### src/rtl/irq_nest_ctrl_if.sv
// irq_nest_ctrl_if
// Bundles the controller-facing arbitration/claim signals, the core-facing
// trap handshake and the nesting status outputs of irq_nest_ctrl.
// The slave modport is the view of irq_nest_ctrl itself; the master modport
// is the view of whatever drives it (controller plus core, or a testbench).

interface irq_nest_ctrl_if #(
    parameter int NrIrqLines = 64,
    parameter int NrIrqPrios = 32,
    parameter int StackDepth = 4
) ();

    localparam int IrqWidth   = $clog2(NrIrqLines);
    localparam int PrioWidth  = $clog2(NrIrqPrios);
    localparam int DepthWidth = $clog2(StackDepth + 1);

    // controller arbitration result
    logic                  irq_valid_i;
    logic [IrqWidth-1:0]   irq_id_i;
    logic [PrioWidth-1:0]  irq_level_i;
    logic                  irq_heti_i;
    logic                  irq_nest_i;

    // claim back to the controller
    logic                  irq_ack_o;
    logic [IrqWidth-1:0]   irq_id_o;

    // core trap handshake
    logic                  core_mie_i;
    logic                  core_irq_req_o;
    logic [IrqWidth-1:0]   core_irq_id_o;
    logic                  core_irq_heti_o;
    logic                  core_irq_gnt_i;
    logic                  core_mret_i;

    // nesting status
    logic [PrioWidth-1:0]  level_o;
    logic [DepthWidth-1:0] depth_o;
    logic [DepthWidth-1:0] max_depth_o;

    modport slave (
        input  irq_valid_i,
        input  irq_id_i,
        input  irq_level_i,
        input  irq_heti_i,
        input  irq_nest_i,
        output irq_ack_o,
        output irq_id_o,
        input  core_mie_i,
        output core_irq_req_o,
        output core_irq_id_o,
        output core_irq_heti_o,
        input  core_irq_gnt_i,
        input  core_mret_i,
        output level_o,
        output depth_o,
        output max_depth_o
    );

    modport master (
        output irq_valid_i,
        output irq_id_i,
        output irq_level_i,
        output irq_heti_i,
        output irq_nest_i,
        input  irq_ack_o,
        input  irq_id_o,
        output core_mie_i,
        input  core_irq_req_o,
        input  core_irq_id_o,
        input  core_irq_heti_o,
        output core_irq_gnt_i,
        output core_mret_i,
        input  level_o,
        input  depth_o,
        input  max_depth_o
    );

endinterface

### src/rtl/irq_nest_ctrl.sv
// irq_nest_ctrl
// Core-side consumer of the interrupt controller's arbitration result.
// A winning line whose priority is strictly above the running level is
// latched and presented to the core as a trap request; the core's grant
// claims the line back to the controller and pushes the new level onto a
// small nesting stack that mret pops.
//
// Optional feature macro: IRQ_NEST_CTRL_WATERMARK_EN
//   defined   -> max_depth_o holds the highest stack occupancy since reset
//   undefined -> max_depth_o is tied to zero, no register is built

module irq_nest_ctrl #(
    parameter int NrIrqLines = 64,
    parameter int NrIrqPrios = 32,
    parameter int StackDepth = 4
) (
    input  logic           clk_i,
    input  logic           rst_i,
    irq_nest_ctrl_if.slave bus
);

    localparam int IrqWidth   = $clog2(NrIrqLines);
    localparam int PrioWidth  = $clog2(NrIrqPrios);
    localparam int DepthWidth = $clog2(StackDepth + 1);
    localparam int IdxWidth   = (StackDepth > 1) ? $clog2(StackDepth) : 1;

    localparam logic [DepthWidth-1:0] DepthMax = DepthWidth'(StackDepth);
    localparam logic [DepthWidth-1:0] DepthOne = DepthWidth'(1);

    typedef enum logic [1:0] {
        StIdle,
        StReq,
        StAck
    } state_e;

    state_e                state_q;

    // request latched at take time, held unchanged until the grant
    logic [IrqWidth-1:0]   lat_id_q;
    logic [PrioWidth-1:0]  lat_level_q;
    logic                  lat_heti_q;
    logic                  lat_nest_q;

    // registered handshake outputs
    logic                  req_q;
    logic                  ack_q;
    logic [IrqWidth-1:0]   ack_id_q;

    // nesting stack, entry i valid while i < depth_q
    logic [PrioWidth-1:0]  stk_level_q [StackDepth];
    logic                  stk_nest_q  [StackDepth];
    logic [DepthWidth-1:0] depth_q;

    logic [IdxWidth-1:0]   top_idx;
    logic [IdxWidth-1:0]   push_idx;
    logic [PrioWidth-1:0]  cur_level;
    logic                  nestable;
    logic                  take;
    logic                  pop;
    logic                  push;
    logic [DepthWidth-1:0] depth_pop;
    logic [DepthWidth-1:0] depth_d;

    // Current running level and nest permission come from the top entry;
    // an empty stack means thread level, which anything above 0 may preempt.
    always_comb begin
        top_idx   = IdxWidth'(depth_q - DepthOne);
        cur_level = '0;
        nestable  = 1'b1;
        if (depth_q != '0) begin
            cur_level = stk_level_q[top_idx];
            nestable  = stk_nest_q[top_idx];
        end
    end

    // Take decision plus the stack update; a same-cycle mret pops before the
    // grant pushes, so the new entry lands on the slot that was just freed.
    always_comb begin
        take      = bus.irq_valid_i & bus.core_mie_i &
                    (bus.irq_level_i > cur_level) & nestable &
                    (depth_q < DepthMax);
        pop       = bus.core_mret_i & (depth_q != '0);
        depth_pop = depth_q - DepthWidth'(pop);
        push      = (state_q == StReq) & bus.core_irq_gnt_i &
                    (depth_pop < DepthMax);
        push_idx  = IdxWidth'(depth_pop);
        depth_d   = push ? (depth_pop + DepthOne) : depth_pop;
    end

    // Request/claim sequencer: latch on take, hold until grant, then a
    // single claim cycle that also gives the controller time to clear ip.
    always_ff @(posedge clk_i or posedge rst_i) begin
        if (rst_i) begin
            state_q     <= StIdle;
            lat_id_q    <= '0;
            lat_level_q <= '0;
            lat_heti_q  <= 1'b0;
            lat_nest_q  <= 1'b0;
            req_q       <= 1'b0;
            ack_q       <= 1'b0;
            ack_id_q    <= '0;
        end else begin
            case (state_q)
                StIdle: begin
                    ack_q    <= 1'b0;
                    ack_id_q <= '0;
                    if (take) begin
                        lat_id_q    <= bus.irq_id_i;
                        lat_level_q <= bus.irq_level_i;
                        lat_heti_q  <= bus.irq_heti_i;
                        lat_nest_q  <= bus.irq_nest_i;
                        req_q       <= 1'b1;
                        state_q     <= StReq;
                    end
                end
                StReq: begin
                    if (bus.core_irq_gnt_i) begin
                        req_q    <= 1'b0;
                        ack_q    <= 1'b1;
                        ack_id_q <= lat_id_q;
                        state_q  <= StAck;
                    end
                end
                StAck: begin
                    ack_q    <= 1'b0;
                    ack_id_q <= '0;
                    state_q  <= StIdle;
                end
                default: begin
                    req_q   <= 1'b0;
                    ack_q   <= 1'b0;
                    state_q <= StIdle;
                end
            endcase
        end
    end

    // Level stack storage and occupancy.
    always_ff @(posedge clk_i or posedge rst_i) begin
        if (rst_i) begin
            for (int i = 0; i < StackDepth; i++) begin
                stk_level_q[i] <= '0;
                stk_nest_q[i]  <= 1'b0;
            end
            depth_q <= '0;
        end else begin
            if (push) begin
                stk_level_q[push_idx] <= lat_level_q;
                stk_nest_q[push_idx]  <= lat_nest_q;
            end
            depth_q <= depth_d;
        end
    end

`ifdef IRQ_NEST_CTRL_WATERMARK_EN
    logic [DepthWidth-1:0] max_depth_q;

    // High watermark follows the next occupancy so it moves with depth_o.
    always_ff @(posedge clk_i or posedge rst_i) begin
        if (rst_i) begin
            max_depth_q <= '0;
        end else if (depth_d > max_depth_q) begin
            max_depth_q <= depth_d;
        end
    end

    assign bus.max_depth_o = max_depth_q;
`else
    assign bus.max_depth_o = '0;
`endif

    assign bus.irq_ack_o       = ack_q;
    assign bus.irq_id_o        = ack_id_q;
    assign bus.core_irq_req_o  = req_q;
    assign bus.core_irq_id_o   = lat_id_q;
    assign bus.core_irq_heti_o = lat_heti_q;
    assign bus.level_o         = cur_level;
    assign bus.depth_o         = depth_q;

endmodule

### src/flat_wrapper.sv
// flat-port wrapper written by rule: the top's interface ports become plain ports
module irq_nest_ctrl_flat 
#(
    parameter int NrIrqLines = 64,
    parameter int NrIrqPrios = 32,
    parameter int StackDepth = 4
)
  (clk_i, rst_i, bus_irq_valid_i, bus_irq_id_i, bus_irq_level_i, bus_irq_heti_i, bus_irq_nest_i, bus_irq_ack_o, bus_irq_id_o, bus_core_mie_i, bus_core_irq_req_o, bus_core_irq_id_o, bus_core_irq_heti_o, bus_core_irq_gnt_i, bus_core_mret_i, bus_level_o, bus_depth_o, bus_max_depth_o);
  irq_nest_ctrl_if #(.NrIrqLines(NrIrqLines), .NrIrqPrios(NrIrqPrios), .StackDepth(StackDepth)) bus_i ();
  input  logic clk_i;
  input  logic rst_i;
  input wire logic [$bits(bus_i.irq_valid_i)-1:0] bus_irq_valid_i;
  input wire logic [$bits(bus_i.irq_id_i)-1:0] bus_irq_id_i;
  input wire logic [$bits(bus_i.irq_level_i)-1:0] bus_irq_level_i;
  input wire logic [$bits(bus_i.irq_heti_i)-1:0] bus_irq_heti_i;
  input wire logic [$bits(bus_i.irq_nest_i)-1:0] bus_irq_nest_i;
  output wire logic [$bits(bus_i.irq_ack_o)-1:0] bus_irq_ack_o;
  output wire logic [$bits(bus_i.irq_id_o)-1:0] bus_irq_id_o;
  input wire logic [$bits(bus_i.core_mie_i)-1:0] bus_core_mie_i;
  output wire logic [$bits(bus_i.core_irq_req_o)-1:0] bus_core_irq_req_o;
  output wire logic [$bits(bus_i.core_irq_id_o)-1:0] bus_core_irq_id_o;
  output wire logic [$bits(bus_i.core_irq_heti_o)-1:0] bus_core_irq_heti_o;
  input wire logic [$bits(bus_i.core_irq_gnt_i)-1:0] bus_core_irq_gnt_i;
  input wire logic [$bits(bus_i.core_mret_i)-1:0] bus_core_mret_i;
  output wire logic [$bits(bus_i.level_o)-1:0] bus_level_o;
  output wire logic [$bits(bus_i.depth_o)-1:0] bus_depth_o;
  output wire logic [$bits(bus_i.max_depth_o)-1:0] bus_max_depth_o;
  assign bus_i.irq_valid_i = bus_irq_valid_i;
  assign bus_i.irq_id_i = bus_irq_id_i;
  assign bus_i.irq_level_i = bus_irq_level_i;
  assign bus_i.irq_heti_i = bus_irq_heti_i;
  assign bus_i.irq_nest_i = bus_irq_nest_i;
  assign bus_irq_ack_o = bus_i.irq_ack_o;
  assign bus_irq_id_o = bus_i.irq_id_o;
  assign bus_i.core_mie_i = bus_core_mie_i;
  assign bus_core_irq_req_o = bus_i.core_irq_req_o;
  assign bus_core_irq_id_o = bus_i.core_irq_id_o;
  assign bus_core_irq_heti_o = bus_i.core_irq_heti_o;
  assign bus_i.core_irq_gnt_i = bus_core_irq_gnt_i;
  assign bus_i.core_mret_i = bus_core_mret_i;
  assign bus_level_o = bus_i.level_o;
  assign bus_depth_o = bus_i.depth_o;
  assign bus_max_depth_o = bus_i.max_depth_o;
  irq_nest_ctrl #(.NrIrqLines(NrIrqLines), .NrIrqPrios(NrIrqPrios), .StackDepth(StackDepth)) u_core (.clk_i(clk_i), .rst_i(rst_i), .bus(bus_i));
endmodule
### config.mk
export PLATFORM = sky130hd
export DESIGN_NAME = irq_nest_ctrl_flat
export DESIGN_NICKNAME = d
export VERILOG_FILES = /design/src/rtl/irq_nest_ctrl_if.sv /design/src/rtl/irq_nest_ctrl.sv /design/src/flat_wrapper.sv
export SDC_FILE = /design/constraint.sdc
export NUM_CORES = 1
export LEC_CHECK = 0
export CAP_MARGIN = 20
export CORE_ASPECT_RATIO = 1.1
export CORE_MARGIN = 2
export CORE_UTILIZATION = 35
export CTS_BUF_LIST = sky130_fd_sc_hd__clkbuf_16
export DETAILED_ROUTE_END_ITERATION = 10
export PLACE_DENSITY = 0.69
export SYNTH_ARGS = -nofsm -noshare
export SYNTH_HDL_FRONTEND = slang
export SYNTH_SLANG_ARGS = --single-unit
export TNS_END_PERCENT = 20
### constraint.sdc
create_clock -name clk_i -period 4.6 [get_ports clk_i]
set_input_delay 0.92 -clock clk_i [delete_from_list [all_inputs] [get_ports clk_i]]
set_output_delay 0.92 -clock clk_i [all_outputs]
set_load 0.01 [all_outputs]
==> flow_metrics.py <==
metrics = {
    "critical_path": {
        "cp_cell_sequence": "inv_1, ha_1, mux2_2, o211ai_1, inv_1, clkdlybuf4s50_1",
        "cpMaxStageDelayCell": "ha_1",
        "endpoint_kind": "primary output",
        "crit_arrival_ns": 2.92,
        "cp.required_ns": 3.68,
        "startpoint_type": "flip-flop",
        "worstSetupPathType": "flip-flop to primary output",
        "cpMostUsedCell": "inv_1",
        "cp_max_fo": 12,
        "slowest_delay_ns": 0.67,
        "reg2reg_depth": 9,
    },
    "floorplan": {
        "die_y_um": 90.9,
        "design.core.area_um2": 6630,
        "dieWidth_um": 83.0,
        "start_util_pct": 36.3,
        "dieArea_um2": 7550,
        "pin_count": 45,
        "row_count": 31,
    },
    "clock_tree": {
        "cts_buffer_depth": 2,
        "htreeDepth": 2,
        "cts_setup_buffers": 0,
        "clk_pin_slew_ns": 0.06,
        "cts_tree": "yes",
        "clkLatencyLatePin_ns": 0.29,
        "clock-sinks": 50,
        "cts-resized-gates": 0,
        "cts-hold-fix-buffers": 0,
        "root_buffer": "clkbuf_16",
        "numCtsBuffers": 5,
    },
    "global_routing": {
        "grt_pass1_wl_um": 8070,
        "antenna_found_initial": 0,
        "grt_max_degree": 51,
        "grt_pass1_vias": 1610,
        "grt_use_total_pct": 13.7,
        "grt-ovfl-total": 0,
    },
    "job": {
        "cap_violations": 0,
    },
    "power": {
        "cellPowerDensity_nw_per_um2": 619,
        "p_leak_nw": 1.53,
        "irDropWorstVdd_mv": 0.293,
        "power_mw": 1.87,
    },
    "placement": {
        "io_buffer_count": 41,
        "place_congestion": 0.755,
        "hpwl_um": 3440,
    },
    "logic_synthesis": {
        "synth_cell_types": 27,
        "synthCells": 188,
        "ys_ff_latch": 50,
        "avgSynthCellArea_um2": 12.8,
        "synth-seq-area-share_pct": 52.0,
        "ys_warn_count": 0,
        "netlist_area_um2": 2400,
    },
    "sta": {
        "finalClockSkew_ns": 0.00467,
        "finalHoldViolations": 0,
        "fin_hold_ws_ns": 0.494,
        "setup_tns_ns": 0,
        "tightestPinTransition_ns": 0.556,
        "drv_slew": 0,
        "fmax_mhz": 260,
        "min_period_over_period_pct": 83.5,
        "grt_setup_unrepaired": "false",
        "maxSlewHeadroom_pct": 62.9,
        "setup_viol": 0,
        "min_period_ns": 3.84,
    },
    "finish": {
        "drive_above_1_share_pct": 22.9,
        "diodes": 0,
        "final_core_util_pct": 45.5,
        "syn2layout_area_growth_pct": 25.5,
        "fin_nets": 262,
    },
    "route": {
        "routed_via_density": 4.94,
        "ant_nets": 0,
        "wl_per_cell_um": 15.6,
        "routed_wl_um": 4900,
        "drtPass1Iterations": 4,
        "drcViolationCount": 0,
        "vias": 1547,
        "drtIter0Drc": 51,
    },
    "min_path": {
        "hold_class": "flip-flop to flip-flop",
        "hold_path_depth": 2,
    },
    "status": {
        "status": "finished clean",
    },
}
where the power goes:
group	internal, mW	switching [mW]
logic	0.444	0.339
clock network	0.195	0.147
registers	0.608	0.138
final timing paths:
kind	start	endpoint	slack, ns
max	u_core.bus.depth_o[0]$_DFF_PP0_	bus_level_o[3]	0.76
min	u_core.bus.core_irq_req_o$_DFFE_PP0P_	u_core.bus.core_irq_req_o$_DFFE_PP0P_	0.49
max reg2reg	u_core.bus.depth_o[0]$_DFF_PP0_	u_core.bus.core_irq_id_o[0]$_DFFE_PP0P_	1.01
min reg2reg	u_core.bus.core_irq_req_o$_DFFE_PP0P_	u_core.bus.core_irq_req_o$_DFFE_PP0P_	0.49
max in group asynchronous	rst_i	u_core.bus.core_irq_heti_o$_DFFE_PP0P_	3.15
min in group asynchronous	rst_i	u_core.stk_level_q[15]$_DFFE_PP0P_	0.94
worst max-delay path: cells and delay by family, from the launching register on:
family / cells / cell delay, ns
AOI/OAI and AO/OA: 1 / 0.25
buffers and inverters: 3 / 0.71
muxes: 1 / 0.40
adders and majority gates: 1 / 0.67
DFF: 1 / 0.60
layout make-up:
class                      count  area (um2)
fill                         609        3610
clock buffer                   5         125
sequential                    50        1250
multi-input combinational    120        1060
timing repair buffer          42         430
clock inverter                 2        7.51
inverter                      12        45.0
tap                           82         103
routing by layer:
layer / share of wire (%) / wire length [um] / global-route usage (%) / vias to the layer above
li1: - / - / - / 727
met1: 44 / 2140 / 16.6 / 763
met2: 48 / 2360 / 22.9 / 49
met3: 6.4 / 314 / 4.64 / 8
met4: 1.7 / 81 / 4.51 / 0
met5: 0 / 0 / 0 / -
stage by stage:
step | setup slack, ns | instance area (um2) | std cells
after global placement | 1.13 | 2870 | 305
after global routing | 0.548 | 3020 | 313
final | 0.761 | 3020 | 313
after CTS | 0.748 | 3000 | 312
after floorplan | 1.79 | 2410 | 190
after detailed placement | 1.01 | 2870 | 305
state kept, by name, summed over array words and instances, names as in the netlist:
name	count
u_core.bus.irq_ack_o	1
u_core.stk_nest_q	4
u_core.lat_nest_q	1
u_core.stk_level_q	20
u_core.bus.core_irq_heti_o	1
u_core.lat_level_q	5
u_core.bus.depth_o	3
u_core.bus.core_irq_req_o	1
u_core.bus.core_irq_id_o	6
u_core.bus.irq_id_o	6
u_core.state_q	2
cell families (layout without fill, tap and decap cells):
kind of cell,after synthesis,count (layout),synth area share [%]
other cells,1,3,0.156
compound gates,11,11,2.97
simple gates,44,44,9.63
mux,48,48,23.9
buf+inv,20,61,4.37
flops,50,50,52.0
fa+ha+maj,12,12,6.24
xor+xnor,2,2,0.729
cell usage in the layout, fill, tap and decap left out, types with 5 or more instances in the layout:
| cell | instances |
|---|---|
| clkbuf_16 | 5 |
| clkdlybuf4s50_1 | 41 |
| dfrtp_1 | 50 |
| ha_1 | 12 |
| inv_1 | 13 |
| mux2_2 | 33 |
| mux2_4 | 8 |
| mux2i_1 | 6 |
| nand2_1 | 23 |
| nand3_1 | 8 |
| o211ai_1 | 5 |
cells in the mapped netlist (all sizes together):
cell type,number,share of area (%)
inv,12,1.9
conb,1,0.16
mux2i,6,2.5
clkbuf,2,0.31
mux2,41,20
ha,12,6.2
nand3,8,1.7
nand2,23,3.6
nand4b,1,0.99
o211ai,5,1.6
buf,6,2.2
o21ai,2,0.42
xnor2,1,0.36
nor4b,1,0.62
and2,2,0.52
nand2b,3,0.78
nand4,1,0.26
mux4,1,0.94
o221ai,1,0.36
a21oi,3,0.62
xor2,1,0.36
dfrtp,50,52
nor2,4,0.73
nand3b,1,0.47
Power figures use the tool's default switching activity.
